[config.mk]
export PLATFORM = sky130hd
export DESIGN_NAME = gpio_control_wb_master_flat
export DESIGN_NICKNAME = d
export VERILOG_FILES = /design/src/rtl/gpio_control_wb_master_pkg.sv /design/src/rtl/gpio_control_wb_master_if.sv /design/src/rtl/gpio_control_wb_master_timer.sv /design/src/rtl/gpio_control_wb_master.sv /design/src/flat_wrapper.sv
export SDC_FILE = /design/constraint.sdc
export NUM_CORES = 1
export LEC_CHECK = 0
export ABC_AREA = 0
export CAP_MARGIN = 0
export CORE_ASPECT_RATIO = 1.75
export CORE_MARGIN = 2
export CORE_UTILIZATION = 43
export DETAILED_ROUTE_END_ITERATION = 10
export HOLD_SLACK_MARGIN = 0.05
export PLACE_DENSITY = 0.83
export SLEW_MARGIN = 25
export SYNTH_ARGS = -nofsm -noshare
export SYNTH_HDL_FRONTEND = slang
export SYNTH_SLANG_ARGS = --single-unit
[constraint.sdc]
create_clock -name clk_i -period 3.6 [get_ports clk_i]
set_input_delay 0.54 -clock clk_i [delete_from_list [all_inputs] [get_ports clk_i]]
set_output_delay 0.54 -clock clk_i [all_outputs]
set_load 0.005 [all_outputs]
[src/rtl/gpio_control_wb_master_pkg.sv]
// Shared definitions for the GPIO control Wishbone initiator: FSM encoding,
// GPIO slave register map and the default bus timeout.
package gpio_control_wb_master_pkg;

  typedef enum logic [1:0] {
    StIdle = 2'd0,
    StBus  = 2'd1,
    StResp = 2'd2
  } state_e;

  // Byte offsets of the gpio_control slave registers.
  localparam logic [31:0] GpioOwnerOffset = 32'h0000_0000;
  localparam logic [31:0] GpioOeOffset    = 32'h0000_0004;
  localparam logic [31:0] GpioOutOffset   = 32'h0000_0008;
  localparam logic [31:0] GpioInOffset    = 32'h0000_000C;

  localparam int unsigned DefaultTimeoutCycles = 16;

endpackage

[src/rtl/gpio_control_wb_master_if.sv]
// Wishbone classic bus between the GPIO control initiator and the gpio_control slave.
interface gpio_control_wb_master_if #(
  parameter int unsigned ADDR_W = 32,
  parameter int unsigned DATA_W = 32
);
  logic                  wbm_cyc_o;
  logic                  wbm_stb_o;
  logic                  wbm_we_o;
  logic [ADDR_W-1:0]     wbm_adr_o;
  logic [DATA_W-1:0]     wbm_dat_o;
  logic [DATA_W/8-1:0]   wbm_sel_o;
  logic                  wbm_ack_i;
  logic [DATA_W-1:0]     wbm_dat_i;

  modport master (
    output wbm_cyc_o, wbm_stb_o, wbm_we_o, wbm_adr_o, wbm_dat_o, wbm_sel_o,
    input  wbm_ack_i, wbm_dat_i
  );

  modport slave (
    input  wbm_cyc_o, wbm_stb_o, wbm_we_o, wbm_adr_o, wbm_dat_o, wbm_sel_o,
    output wbm_ack_i, wbm_dat_i
  );
endinterface

[src/rtl/gpio_control_wb_master_timer.sv]
// Bus-cycle timeout counter: counts enabled cycles from zero and flags the
// last allowed cycle. Held at zero while clear is asserted, so it never wraps.
module gpio_control_wb_master_timer #(
  parameter int unsigned Cycles = 16
) (
  input  logic clk_i,
  input  logic rst_ni,
  input  logic clear_i,
  input  logic enable_i,
  output logic expire_o
);
  localparam int unsigned CntW = $clog2(Cycles);
  localparam logic [CntW-1:0] Last = CntW'(Cycles - 1);

  logic [CntW-1:0] count_q, count_d;

  always_comb begin
    count_d = count_q;
    if (clear_i) begin
      count_d = '0;
    end else if (enable_i && !expire_o) begin
      count_d = count_q + CntW'(1);
    end
  end

  always_ff @(posedge clk_i or negedge rst_ni) begin
    if (!rst_ni) begin
      count_q <= '0;
    end else begin
      count_q <= count_d;
    end
  end

  assign expire_o = (count_q == Last);

endmodule

[src/rtl/gpio_control_wb_master.sv]
// Turns single register commands into Wishbone classic cycles toward the GPIO
// mux slave, returning read data or a timeout error on a held response.
module gpio_control_wb_master
  import gpio_control_wb_master_pkg::*;
#(
  parameter int unsigned ADDR_W         = 32,
  parameter int unsigned DATA_W         = 32,
  parameter int unsigned TIMEOUT_CYCLES = DefaultTimeoutCycles
) (
  input  logic                clk_i,
  input  logic                rst_ni,
  input  logic                cmd_valid,
  output logic                cmd_ready,
  input  logic                cmd_we,
  input  logic [ADDR_W-1:0]   cmd_adr,
  input  logic [DATA_W-1:0]   cmd_dat,
  input  logic [DATA_W/8-1:0] cmd_sel,
  output logic                rsp_valid,
  input  logic                rsp_ready,
  output logic [DATA_W-1:0]   rsp_dat,
  output logic                rsp_err,
  gpio_control_wb_master_if.master wbm
);

  state_e state_q, state_d;

  logic                cyc_q, cyc_d;
  logic                we_q, we_d;
  logic [ADDR_W-1:0]   adr_q, adr_d;
  logic [DATA_W-1:0]   dat_q, dat_d;
  logic [DATA_W/8-1:0] sel_q, sel_d;
  logic                rsp_valid_q, rsp_valid_d;
  logic                rsp_err_q, rsp_err_d;
  logic [DATA_W-1:0]   rsp_dat_q, rsp_dat_d;
  logic                expire;

  gpio_control_wb_master_timer #(
    .Cycles (TIMEOUT_CYCLES)
  ) u_timer (
    .clk_i    (clk_i),
    .rst_ni   (rst_ni),
    .clear_i  (state_q != StBus),
    .enable_i (state_q == StBus),
    .expire_o (expire)
  );

  always_comb begin
    state_d     = state_q;
    cyc_d       = cyc_q;
    we_d        = we_q;
    adr_d       = adr_q;
    dat_d       = dat_q;
    sel_d       = sel_q;
    rsp_valid_d = rsp_valid_q;
    rsp_err_d   = rsp_err_q;
    rsp_dat_d   = rsp_dat_q;

    case (state_q)
      StIdle: begin
        if (cmd_valid) begin
          state_d = StBus;
          cyc_d   = 1'b1;
          we_d    = cmd_we;
          adr_d   = cmd_adr;
          dat_d   = cmd_dat;
          sel_d   = cmd_sel;
        end
      end
      StBus: begin
        // Ack has priority over a timeout landing on the same cycle.
        if (wbm.wbm_ack_i) begin
          state_d     = StResp;
          cyc_d       = 1'b0;
          we_d        = 1'b0;
          rsp_valid_d = 1'b1;
          rsp_err_d   = 1'b0;
          rsp_dat_d   = we_q ? '0 : wbm.wbm_dat_i;
        end else if (expire) begin
          state_d     = StResp;
          cyc_d       = 1'b0;
          we_d        = 1'b0;
          rsp_valid_d = 1'b1;
          rsp_err_d   = 1'b1;
          rsp_dat_d   = '0;
        end
      end
      StResp: begin
        if (rsp_ready) begin
          state_d     = StIdle;
          rsp_valid_d = 1'b0;
        end
      end
      default: state_d = StIdle;
    endcase
  end

  always_ff @(posedge clk_i or negedge rst_ni) begin
    if (!rst_ni) begin
      state_q     <= StIdle;
      cyc_q       <= 1'b0;
      we_q        <= 1'b0;
      adr_q       <= '0;
      dat_q       <= '0;
      sel_q       <= '0;
      rsp_valid_q <= 1'b0;
      rsp_err_q   <= 1'b0;
      rsp_dat_q   <= '0;
    end else begin
      state_q     <= state_d;
      cyc_q       <= cyc_d;
      we_q        <= we_d;
      adr_q       <= adr_d;
      dat_q       <= dat_d;
      sel_q       <= sel_d;
      rsp_valid_q <= rsp_valid_d;
      rsp_err_q   <= rsp_err_d;
      rsp_dat_q   <= rsp_dat_d;
    end
  end

  assign cmd_ready     = (state_q == StIdle);
  assign rsp_valid     = rsp_valid_q;
  assign rsp_err       = rsp_err_q;
  assign rsp_dat       = rsp_dat_q;
  assign wbm.wbm_cyc_o = cyc_q;
  assign wbm.wbm_stb_o = cyc_q;
  assign wbm.wbm_we_o  = we_q;
  assign wbm.wbm_adr_o = adr_q;
  assign wbm.wbm_dat_o = dat_q;
  assign wbm.wbm_sel_o = sel_q;

endmodule

[src/flat_wrapper.sv]
// flat-port wrapper written by rule: the top's interface ports become plain ports
module gpio_control_wb_master_flat import gpio_control_wb_master_pkg::*;
#(
  parameter int unsigned ADDR_W         = 32,
  parameter int unsigned DATA_W         = 32,
  parameter int unsigned TIMEOUT_CYCLES = DefaultTimeoutCycles
)
  (clk_i, rst_ni, cmd_valid, cmd_ready, cmd_we, cmd_adr, cmd_dat, cmd_sel, rsp_valid, rsp_ready, rsp_dat, rsp_err, wbm_wbm_cyc_o, wbm_wbm_stb_o, wbm_wbm_we_o, wbm_wbm_adr_o, wbm_wbm_dat_o, wbm_wbm_sel_o, wbm_wbm_ack_i, wbm_wbm_dat_i);
  gpio_control_wb_master_if #(.ADDR_W(ADDR_W), .DATA_W(DATA_W)) wbm_i ();
  input  logic clk_i;
  input  logic rst_ni;
  input  logic cmd_valid;
  output logic cmd_ready;
  input  logic cmd_we;
  input  logic [ADDR_W-1:0] cmd_adr;
  input  logic [DATA_W-1:0] cmd_dat;
  input  logic [DATA_W/8-1:0] cmd_sel;
  output logic rsp_valid;
  input  logic rsp_ready;
  output logic [DATA_W-1:0] rsp_dat;
  output logic rsp_err;
  output wire logic [$bits(wbm_i.wbm_cyc_o)-1:0] wbm_wbm_cyc_o;
  output wire logic [$bits(wbm_i.wbm_stb_o)-1:0] wbm_wbm_stb_o;
  output wire logic [$bits(wbm_i.wbm_we_o)-1:0] wbm_wbm_we_o;
  output wire logic [$bits(wbm_i.wbm_adr_o)-1:0] wbm_wbm_adr_o;
  output wire logic [$bits(wbm_i.wbm_dat_o)-1:0] wbm_wbm_dat_o;
  output wire logic [$bits(wbm_i.wbm_sel_o)-1:0] wbm_wbm_sel_o;
  input wire logic [$bits(wbm_i.wbm_ack_i)-1:0] wbm_wbm_ack_i;
  input wire logic [$bits(wbm_i.wbm_dat_i)-1:0] wbm_wbm_dat_i;
  assign wbm_wbm_cyc_o = wbm_i.wbm_cyc_o;
  assign wbm_wbm_stb_o = wbm_i.wbm_stb_o;
  assign wbm_wbm_we_o = wbm_i.wbm_we_o;
  assign wbm_wbm_adr_o = wbm_i.wbm_adr_o;
  assign wbm_wbm_dat_o = wbm_i.wbm_dat_o;
  assign wbm_wbm_sel_o = wbm_i.wbm_sel_o;
  assign wbm_i.wbm_ack_i = wbm_wbm_ack_i;
  assign wbm_i.wbm_dat_i = wbm_wbm_dat_i;
  gpio_control_wb_master #(.ADDR_W(ADDR_W), .DATA_W(DATA_W), .TIMEOUT_CYCLES(TIMEOUT_CYCLES)) u_core (.clk_i(clk_i), .rst_ni(rst_ni), .cmd_valid(cmd_valid), .cmd_ready(cmd_ready), .cmd_we(cmd_we), .cmd_adr(cmd_adr), .cmd_dat(cmd_dat), .cmd_sel(cmd_sel), .rsp_valid(rsp_valid), .rsp_ready(rsp_ready), .rsp_dat(rsp_dat), .rsp_err(rsp_err), .wbm(wbm_i));
endmodule
==> flow_metrics.env <==
export IMPL_r2r_slack_ps=1870
export IMPL_leakage_nw=2.79
export IMPL_clk_pin_slew_ps=70
export IMPL_grt_overflow=0
export IMPL_async_flop_share=1.00
export IMPL_synth_nets=362
export IMPL_slew_viol_final=0
export IMPL_nFillCells=683
export IMPL_ys_seq_area_frac=0.662
export IMPL_cp_buffers_inverters=1
export IMPL_yosys_warnings=0
export IMPL_rows=47
export IMPL_setup_viol_count_final=0
export IMPL_max_stage_delay_ps=510
export IMPL_r2r_cells=4
export IMPL_ctsLongestPathBuffers=2
export IMPL_vdd_ir_drop_max_uv=623
export IMPL_cts_resized_gates=0
export IMPL_critPathLaunchType="flip-flop"
export IMPL_crit_family="buffers and inverters"
export IMPL_post_cts_setup_buffer_count=0
export IMPL_drtPass1Iterations=4
export IMPL_dp_hpwl_mm=7.73
export IMPL_ys_top_cells_by_area="dfrtp_1 66%, mux2_2 17%, a22o_1 6.7%"
export IMPL_hold_path_class="in -> async"
export IMPL_gp_congestion=0.765
export IMPL_required_ps=3060
export IMPL_finalInstanceArea_sq_um=6610
export IMPL_clk_latency_ps=330
export IMPL_tightest_slew_ps=897
export IMPL_powerDensity_nw_per_um2=849
export IMPL_crit_chain="nor2_1 -> clkdlybuf4s50_1"
export IMPL_ys_flop_type="dfrtp_1"
export IMPL_yosysTopAreaCell="dfrtp_1"
export IMPL_cts_buffers=9
export IMPL_ys_seq_elements=110
export IMPL_grt_antenna_before_repair=0
export IMPL_die_y_um=134
export IMPL_relSlewSlack=0.402
export IMPL_insertedDiodeCount=0
export IMPL_rsz0062_at_grt="no"
export IMPL_status="completed"
export IMPL_final_antenna_net_count=0
export IMPL_port_buffers=211
export IMPL_maxCapViolCount=0
export IMPL_cp_max_fo=6
export IMPL_fin_crit_sh=0.556
export IMPL_vias_per_cell=5.02
export IMPL_synth_edf_count=0
export IMPL_first_iter_violations=156
export IMPL_fin_tns_setup_ps=0
export IMPL_cts_htree_levels=3
export IMPL_utilization=0.702
export IMPL_max_freq_mhz=499
export IMPL_core_area_sq_um=9410
export IMPL_end_kind="output pin"
export IMPL_grt_pass1_wl_mm=16.6
export IMPL_critical_path_arrival_ps=1460
export IMPL_die_w_um=78.3
export IMPL_crit_type="reg -> out"
export IMPL_clockRootBuffer="clkbuf_16"
export IMPL_grt_max_degree=75
export IMPL_finalNetCount=573
export IMPL_ys_types=29
export IMPL_synth_most_common_cell="dfrtp_1"
export IMPL_initial_core_util=0.442
export IMPL_drc=0
export IMPL_multi_input_area_sq_um=1260
export IMPL_wirelength_mm=10.4
export IMPL_wl_per_cell_um=17.7
export IMPL_netlist_top_cells_count="110 x dfrtp_1, 62 x mux2_2, 32 x a22o_1"
export IMPL_worst_clock_skew_ps=7.12
export IMPL_grt_pass1_vias=3213
export IMPL_dpl_instance_area_sq_um=6320
export IMPL_instances_no_fill=590
export IMPL_drive_gt1_frac=0.182
export IMPL_seqCellArea_sq_um=2750
export IMPL_synth_cells=255
export IMPL_pin_count=212
export IMPL_min_period_ps=2000
export IMPL_cts_tree="done"
export IMPL_r2r_end="u_core.state_q[1]$_DFFE_PN0P_"
export IMPL_grt_usage=0.205
export IMPL_syn_cell_area_sq_um=4160
export IMPL_avgSynthCellArea_sq_um=16.3
export IMPL_cp_slowest_cell="clkdlybuf4s50_1"
export IMPL_clock_sinks=110
export IMPL_place_inst=577
export IMPL_holdBufCountCts=0
export IMPL_fp_dieArea_sq_um=10500
export IMPL_area_growth_pct=59.0
export IMPL_vias=2961
export IMPL_r2r_start="u_core.u_timer.count_q[0]$_DFFE_PN0P_"
export IMPL_yosysTopAreaCellShare=0.662
export IMPL_hold_viol=0
## worst max path at each step
stage                                  startpoint                                   end  slack (ps)  cells after the start
finish              u_core.state_q[0]$_DFFE_PN0P_                             cmd_ready        1600                      2
global route        u_core.state_q[0]$_DFFE_PN0P_                             cmd_ready        1510                      2
CTS                 u_core.state_q[0]$_DFFE_PN0P_                             cmd_ready        1570                      2
detailed placement                      cmd_valid  u_core.wbm.wbm_dat_o[29]$_DFFE_PN0P_        1470                      4
global placement                        cmd_valid  u_core.wbm.wbm_dat_o[12]$_DFFE_PN0P_        1520                      4
floorplan                               cmd_valid  u_core.wbm.wbm_adr_o[18]$_DFFE_PN0P_        2160                      4
## power by group
| group | total, mW | leakage [nW] | internal [mW] | switching [mW] |
|---|---|---|---|---|
| clock | 0.961 | 0.137 | 0.550 | 0.412 |
| combinational | 2.44 | 1.32 | 1.68 | 0.759 |
| sequential | 2.21 | 1.33 | 1.85 | 0.361 |
## cells in the final DEF (no fill, tap or decap)
master / instances
ha_1: 1
nand2_2: 1
inv_1: 1
o21ai_0: 3
a31o_2: 1
a21oi_1: 1
nand2_1: 2
nor3b_4: 2
clkinvlp_4: 1
o21bai_1: 1
nor2_1: 4
inv_6: 1
nand2b_1: 1
buf_12: 1
clkbuf_16: 9
a31oi_1: 1
nand2b_4: 1
bufinv_16: 1
mux2_2: 62
nor3_1: 1
clkbuf_8: 1
mux2_1: 6
mux2i_1: 2
nand3_1: 2
a22o_1: 32
and2b_1: 1
a211oi_1: 1
clkdlybuf4s50_1: 210
dfrtp_1: 110
xnor2_1: 1
a2bb2oi_1: 1
o21a_1: 1
buf_4: 4
## layout make-up
class	count	share of cell area
Clock buffer	10	0.0362
Sequential cell	110	0.417
Clock inverter	3	0.00700
Inverter	1	0.000568
Tap cell	122	0.0231
Timing Repair Buffer	215	0.326
Multi-Input combinational cell	129	0.191
## metrics by stage
| stage | setup WS, ps | total power [mW] | hold WS [ps] |
|---|---|---|---|
| floorplan | 2160 | 3.16 | 244 |
| global placement | 1520 | 4.58 | 468 |
| detailed placement | 1470 | 4.69 | 477 |
| CTS | 1570 | 5.69 | 364 |
| global route | 1510 | 5.94 | 409 |
| finish | 1600 | 5.61 | 327 |
## logic make-up (layout without fill, tap and decap cells)
group | Yosys count | after routing | synth area share
and+or+nand+nor | 15 | 15 | 0.0247
xor gates and xnor gates | 1 | 1 | 0.00211
adders and majority gates | 1 | 1 | 0.00301
DFF | 110 | 110 | 0.662
muxes | 70 | 70 | 0.189
AOI/OAI and AO/OA | 42 | 42 | 0.0834
buffers and inverters | 16 | 229 | 0.0352
## routing by layer
layer,track usage,vias up,share of wire
met5,0,-,0
met4,0.0809,0,0.027
met3,0.0532,18,0.061
met1,0.230,1467,0.36
met2,0.366,138,0.55
li1,-,1338,-
## sequential cells by signal, summed over array words and instances, names as in the netlist
name / count
u_core.rsp_dat: 32
u_core.wbm.wbm_adr_o: 32
u_core.wbm.wbm_dat_o: 32
u_core.u_timer.count_q: 4
u_core.wbm.wbm_sel_o: 4
u_core.state_q: 2
u_core.rsp_err: 1
u_core.rsp_valid: 1
u_core.wbm.wbm_cyc_o: 1
u_core.wbm.wbm_we_o: 1
No activity file was read; power rests on OpenSTA's default activity.
==> variant 1, RTL diff (same flow settings) <==
`rsp_dat_q` no longer has a reset.
--- a/src/rtl/gpio_control_wb_master.sv
+++ b/src/rtl/gpio_control_wb_master.sv
@@ -104,7 +104,6 @@
       sel_q       <= '0;
       rsp_valid_q <= 1'b0;
       rsp_err_q   <= 1'b0;
-      rsp_dat_q   <= '0;
     end else begin
       state_q     <= state_d;
       cyc_q       <= cyc_d;
@@ -114,8 +113,11 @@
       sel_q       <= sel_d;
       rsp_valid_q <= rsp_valid_d;
       rsp_err_q   <= rsp_err_d;
-      rsp_dat_q   <= rsp_dat_d;
     end
+  end
+
+  always_ff @(posedge clk_i) begin
+    rsp_dat_q <= rsp_dat_d;
   end
 
   assign cmd_ready     = (state_q == StIdle);
Behaviour: differs if rst_ni is asserted again (counterexample within 4 cycles, from zero or initial values and one cycle with rst_ni low); with rst_ni held inactive, the same outputs for 4 cycles.
==> variant 1 against the original RTL <==
Routed wire length down 7.1%; synthesized area up 2.0%; critical path depth stayed put; total power down 9.6%; sequential share of layout area is 1.9 points higher; sequential cell count unchanged; worst setup slack better by 0.043 ns; register-to-register slack lost 0.13 ns; design area rose by 1.1%; largest power group is now sequential cells; highest routed layer unchanged.
==> variant 1: results (changes against the original RTL) <==
Setup path
  • R2R cell count: 5 (was 4)
  • Critical path launch point: u_core.state_q[1] (was u_core.state_q[0])
  • Arrival time at the worst endpoint: 1.42 ns (was 1.46 ns)
  • Worst Path Max Fanout: 5 (was 6)

Outcome
  • Outcome: finished clean (unchanged)

Routing
  • DR vias/cell: 4.770 (was 5.019)
  • Average routed wire per standard cell: 16.28 um (was 17.70 um)

Power
  • Logic pwr share: 39.2% (was 43.5%)
  • Leak: 0.002648 uW (was 0.002786 uW)
  • Peak supply drop: 0.0004525 V (was 0.0006229 V)
  • Sequential group share of total power: 40.7% (was 39.4%)
  • Clock Power: 1020 uW (was 961 uW)

STA
  • Tmin final: 1.960 ns (was 2.003 ns)
  • Rel. slew slack: 54.09% (was 40.18%)

Synthesis
  • Seq/Total Area, Yosys: 68.75% (was 66.25%)
  • Synth top area cells: dfrtp_1, edfxtp_1, mux2_2 (was dfrtp_1, mux2_2, a22o_1)
  • Post-synth EDFFs: 32 (was 0)
  • Ys async rst share: 70.91% (was 100.0%)

Hold path
  • Hold WC Path Type: input port to asynchronous set/reset pin (unchanged)

Place
  • Placed cell area: 0.006375 mm2 (was 0.006324 mm2)
  • Post-Place Cells: 581 (was 577)
  • Gpl congestion: 0.7397 (was 0.7651)
  • Dpl ws: 1.364 ns (was 1.472 ns)
  • Post-DP HPWL: 7370 um (was 7732 um)

GRT
  • Largest net degree at the start of global routing: 79 (was 75)
  • Global-route wire length before repair: 15,000 um (was 16,580 um)
  • GRT Util Overall: 18.41% (was 20.47%)

Clock network
  • Postcts setup bufs: 0 (unchanged)

Cells and area
  • Finished Layout Cells: 596 (was 590)
  • Final #Nets: 574 (was 573)
  • Share of cells above drive strength 1: 17.20% (was 18.16%)
-- variant 1: cell count changes after synthesis, moves of 3 or more --
| cell | unedited run | this run |
|---|---|---|
| clkbuf_1 | 0 | 4 |
| buf_12 | 0 | 6 |
| dfrtp_1 | 110 | 78 |
| edfxtp_1 | 0 | 32 |
| buf_2 | 3 | 0 |
| a22o_1 | 32 | 0 |
| buf_6 | 10 | 1 |
| and2_1 | 0 | 32 |
-- variant 1: layout make-up --
type,count,area (um2)
timing repair buffer,214,2148
sequential,110,2913
fill,737,3045
multi-input combinational,129,1150
clock buffer,11,232.7
tap,125,156.4
clock inverter,4,72.57
inverter,3,11.26
-- variant 1: how the worst min path moves through the flow --
stage | from | to | slack [ns] | depth (start not counted)
finish | rst_ni | u_core.wbm.wbm_adr_o[26] | 0.23 | 1
global route | rst_ni | u_core.wbm.wbm_adr_o[28] | 0.28 | 1
CTS | rst_ni | u_core.wbm.wbm_adr_o[26] | 0.39 | 1
detailed placement | u_core.wbm.wbm_adr_o[22] | u_core.wbm.wbm_adr_o[22] | 0.48 | 1
global placement | u_core.wbm.wbm_adr_o[18] | u_core.wbm.wbm_adr_o[18] | 0.47 | 1
floorplan | rst_ni | u_core.rsp_err | 0.24 | 0
-- variant 1: routing by layer --
layer	wire length [um]	GRT usage [%]	vias up	share of wire (%)
met1	3280	17.74	1393	34
met3	667	6.467	20	6.9
met5	0	0	-	0
met2	5516	34.37	122	57
li1	-	-	1308	-
met4	238	8.046	0	2.5
-- variant 1: cells by family after synthesis --
logic type | count (synthesis) | share of synthesized area, %
AO/OA/AOI/OAI | 8 | 1.034
XOR/XNOR | 1 | 0.2068
AND/OR/NAND/NOR | 49 | 6.911
buffers and inverters | 16 | 4.253
flip-flops | 110 | 68.75
multiplexers | 70 | 18.55
adder cells (fa/ha/maj) | 1 | 0.2953
==> variant 2, RTL diff (same settings) <==
Without the edit above. `DATA_W` is set to 32 in 3 places; all go to 64.
--- a/src/rtl/gpio_control_wb_master_if.sv
+++ b/src/rtl/gpio_control_wb_master_if.sv
@@ -1,7 +1,7 @@
 // Wishbone classic bus between the GPIO control initiator and the gpio_control slave.
 interface gpio_control_wb_master_if #(
   parameter int unsigned ADDR_W = 32,
-  parameter int unsigned DATA_W = 32
+  parameter int unsigned DATA_W = 64
 );
   logic                  wbm_cyc_o;
   logic                  wbm_stb_o;
--- a/src/rtl/gpio_control_wb_master.sv
+++ b/src/rtl/gpio_control_wb_master.sv
@@ -4,7 +4,7 @@
   import gpio_control_wb_master_pkg::*;
 #(
   parameter int unsigned ADDR_W         = 32,
-  parameter int unsigned DATA_W         = 32,
+  parameter int unsigned DATA_W         = 64,
   parameter int unsigned TIMEOUT_CYCLES = DefaultTimeoutCycles
 ) (
   input  logic                clk_i,
--- a/src/flat_wrapper.sv
+++ b/src/flat_wrapper.sv
@@ -2,7 +2,7 @@
 module gpio_control_wb_master_flat import gpio_control_wb_master_pkg::*;
 #(
   parameter int unsigned ADDR_W         = 32,
-  parameter int unsigned DATA_W         = 32,
+  parameter int unsigned DATA_W         = 64,
   parameter int unsigned TIMEOUT_CYCLES = DefaultTimeoutCycles
 )
   (clk_i, rst_ni, cmd_valid, cmd_ready, cmd_we, cmd_adr, cmd_dat, cmd_sel, rsp_valid, rsp_ready, rsp_dat, rsp_err, wbm_wbm_cyc_o, wbm_wbm_stb_o, wbm_wbm_we_o, wbm_wbm_adr_o, wbm_wbm_dat_o, wbm_wbm_sel_o, wbm_wbm_ack_i, wbm_wbm_dat_i);
Ports: changed (6 resized); port bits go from 212 to 348. No check against the original RTL was run, so the function may have changed too.
==> variant 2 against the original RTL <==
Routed wire length increased by 85%; sequential cell count increased by 68; design area increased by 65%; worst hold slack got worse by 0.20 ns; worst setup slack got worse by 0.19 ns; total power increased by 71%; synthesized area increased by 60%; via count increased by 65%; synthesized cell count increased by 58%; non-clock buffer count increased by 142.
==> variant 2: results (changes against the original RTL) <==
Synthesis
  • Seq/Total Area, Yosys: 67.06% (was 66.25%)
  • Syn nets: 578 (was 362)
  • Synthesized area per cell: 16.48 um2 (was 16.30 um2)
  • Synth top area cells: dfrtp_1, mux2_2, a22o_1 (unchanged)
  • Post-synth top cells: dfrtp_1, mux2_2, a22o_1 (unchanged)

Clock network
  • Htree depth: 4 (was 3)
  • CTS buffer count: 17 (was 9)

Routing
  • Total Routed Length: 19,290 um (was 10,440 um)
  • Met2 WL: 10,370 um (was 5732 um)
  • Met3 wire len: 1456 um (was 635 um)
  • Initial DRC count: 112 (was 156)

Place
  • Dpl ws: 1.204 ns (was 1.472 ns)
  • Gpl congestion: 0.8109 (was 0.7651)
  • Post-Place Cells: 919 (was 577)
  • Placed cell area: 0.01031 mm2 (was 0.006324 mm2)

Cells and area
  • Finished Layout Cells: 951 (was 590)
  • Final #Nets: 927 (was 573)

STA
  • Worst Max-Slew Pin Slew: 0.6784 ns (was 0.8973 ns)

Power
  • Peak supply drop: 0.0003941 V (was 0.0006229 V)
  • Leak: 0.004675 uW (was 0.002786 uW)
  • Psw: 2771 uW (was 1531 uW)

GRT
  • M3 GR Usage: 6.559% (was 5.316%)
  • Global routing usage on met1: 25.45% (was 22.99%)
  • Largest net degree at the start of global routing: 70 (was 75)
  • Vias in the first global route: 5,411 (was 3,213)
  • GRT Util Overall: 23.14% (was 20.47%)
  • Met2 usage: 41.30% (was 36.64%)

Setup path
  • Slowest stage delay, CP: 0.57 ns (was 0.51 ns)
  • Critical R2R Capture: u_core.rsp_dat[11] (was u_core.state_q[1])
  • R2r startpoint: u_core.state_q[1] (was u_core.u_timer.count_q[0])
  • Register-to-register setup slack: 1.61 ns (was 1.87 ns)
  • Arrival time at the worst endpoint: 1.65 ns (was 1.46 ns)

Floorplan
  • Cell row count: 60 (was 47)

Outcome
  • Outcome: finished clean (unchanged)
-- variant 2: cell types whose count changed after synthesis, sizes merged --
cell / change
a22o: +32
buf: +9
clkbuf: +3
dfrtp: +68
mux2: +36
-- variant 2: power by group through the flow --
stage                     Clock [uW]  Sequential (uW)  Combinational, uW
after floorplan                    0             3630               1510
after global placement             0             3600               4060
after detailed placement           0             3650               4190
after CTS                       1830             3650               4210
after global routing            1900             3760               4410
final                           1790             3640               4160
-- variant 2: worst reg2reg max path: stages (launching register included) --
cell,delay [ns]
dfrtp_1,0.47
nand2b_2,0.29
nor3b_4,0.32
buf_4,0.57
a22o_1,0.28
-- variant 2: area by class of cell --
cell class	instances	area, um2
clock buffers	20	456.7
clock inverters	12	112.6
fillers	1037	4362
inverters	1	3.754
multi-input cells	197	2018
flip-flops and latches	178	4454
well taps	186	232.7
repair buffers	357	3600
-- variant 2: how the worst max path moves through the flow --
stage / from / endpoint / slack (ns) / cells past startpoint
6_report: u_core.state_q[0] / cmd_ready / 1.41 / 2
5_1_grt: u_core.state_q[0] / cmd_ready / 1.37 / 2
3_5_place_dp: cmd_valid / u_core.wbm.wbm_dat_o[25] / 1.20 / 4
3_3_place_gp: cmd_valid / u_core.wbm.wbm_dat_o[29] / 1.21 / 4
4_1_cts: u_core.state_q[0] / cmd_ready / 1.41 / 2
2_1_floorplan: cmd_valid / u_core.wbm.wbm_dat_o[10] / 2.05 / 5
-- variant 2: cells by family after synthesis --
family | Yosys count | share of synthesized area [%]
buffers and inverters | 28 | 2.788
flip-flops | 178 | 67.06
adder cells (fa/ha/maj) | 1 | 0.1883
multiplexers | 106 | 19.06
AND/OR/NAND/NOR | 15 | 1.337
XOR/XNOR | 1 | 0.1319
AO/OA/AOI/OAI | 74 | 9.437
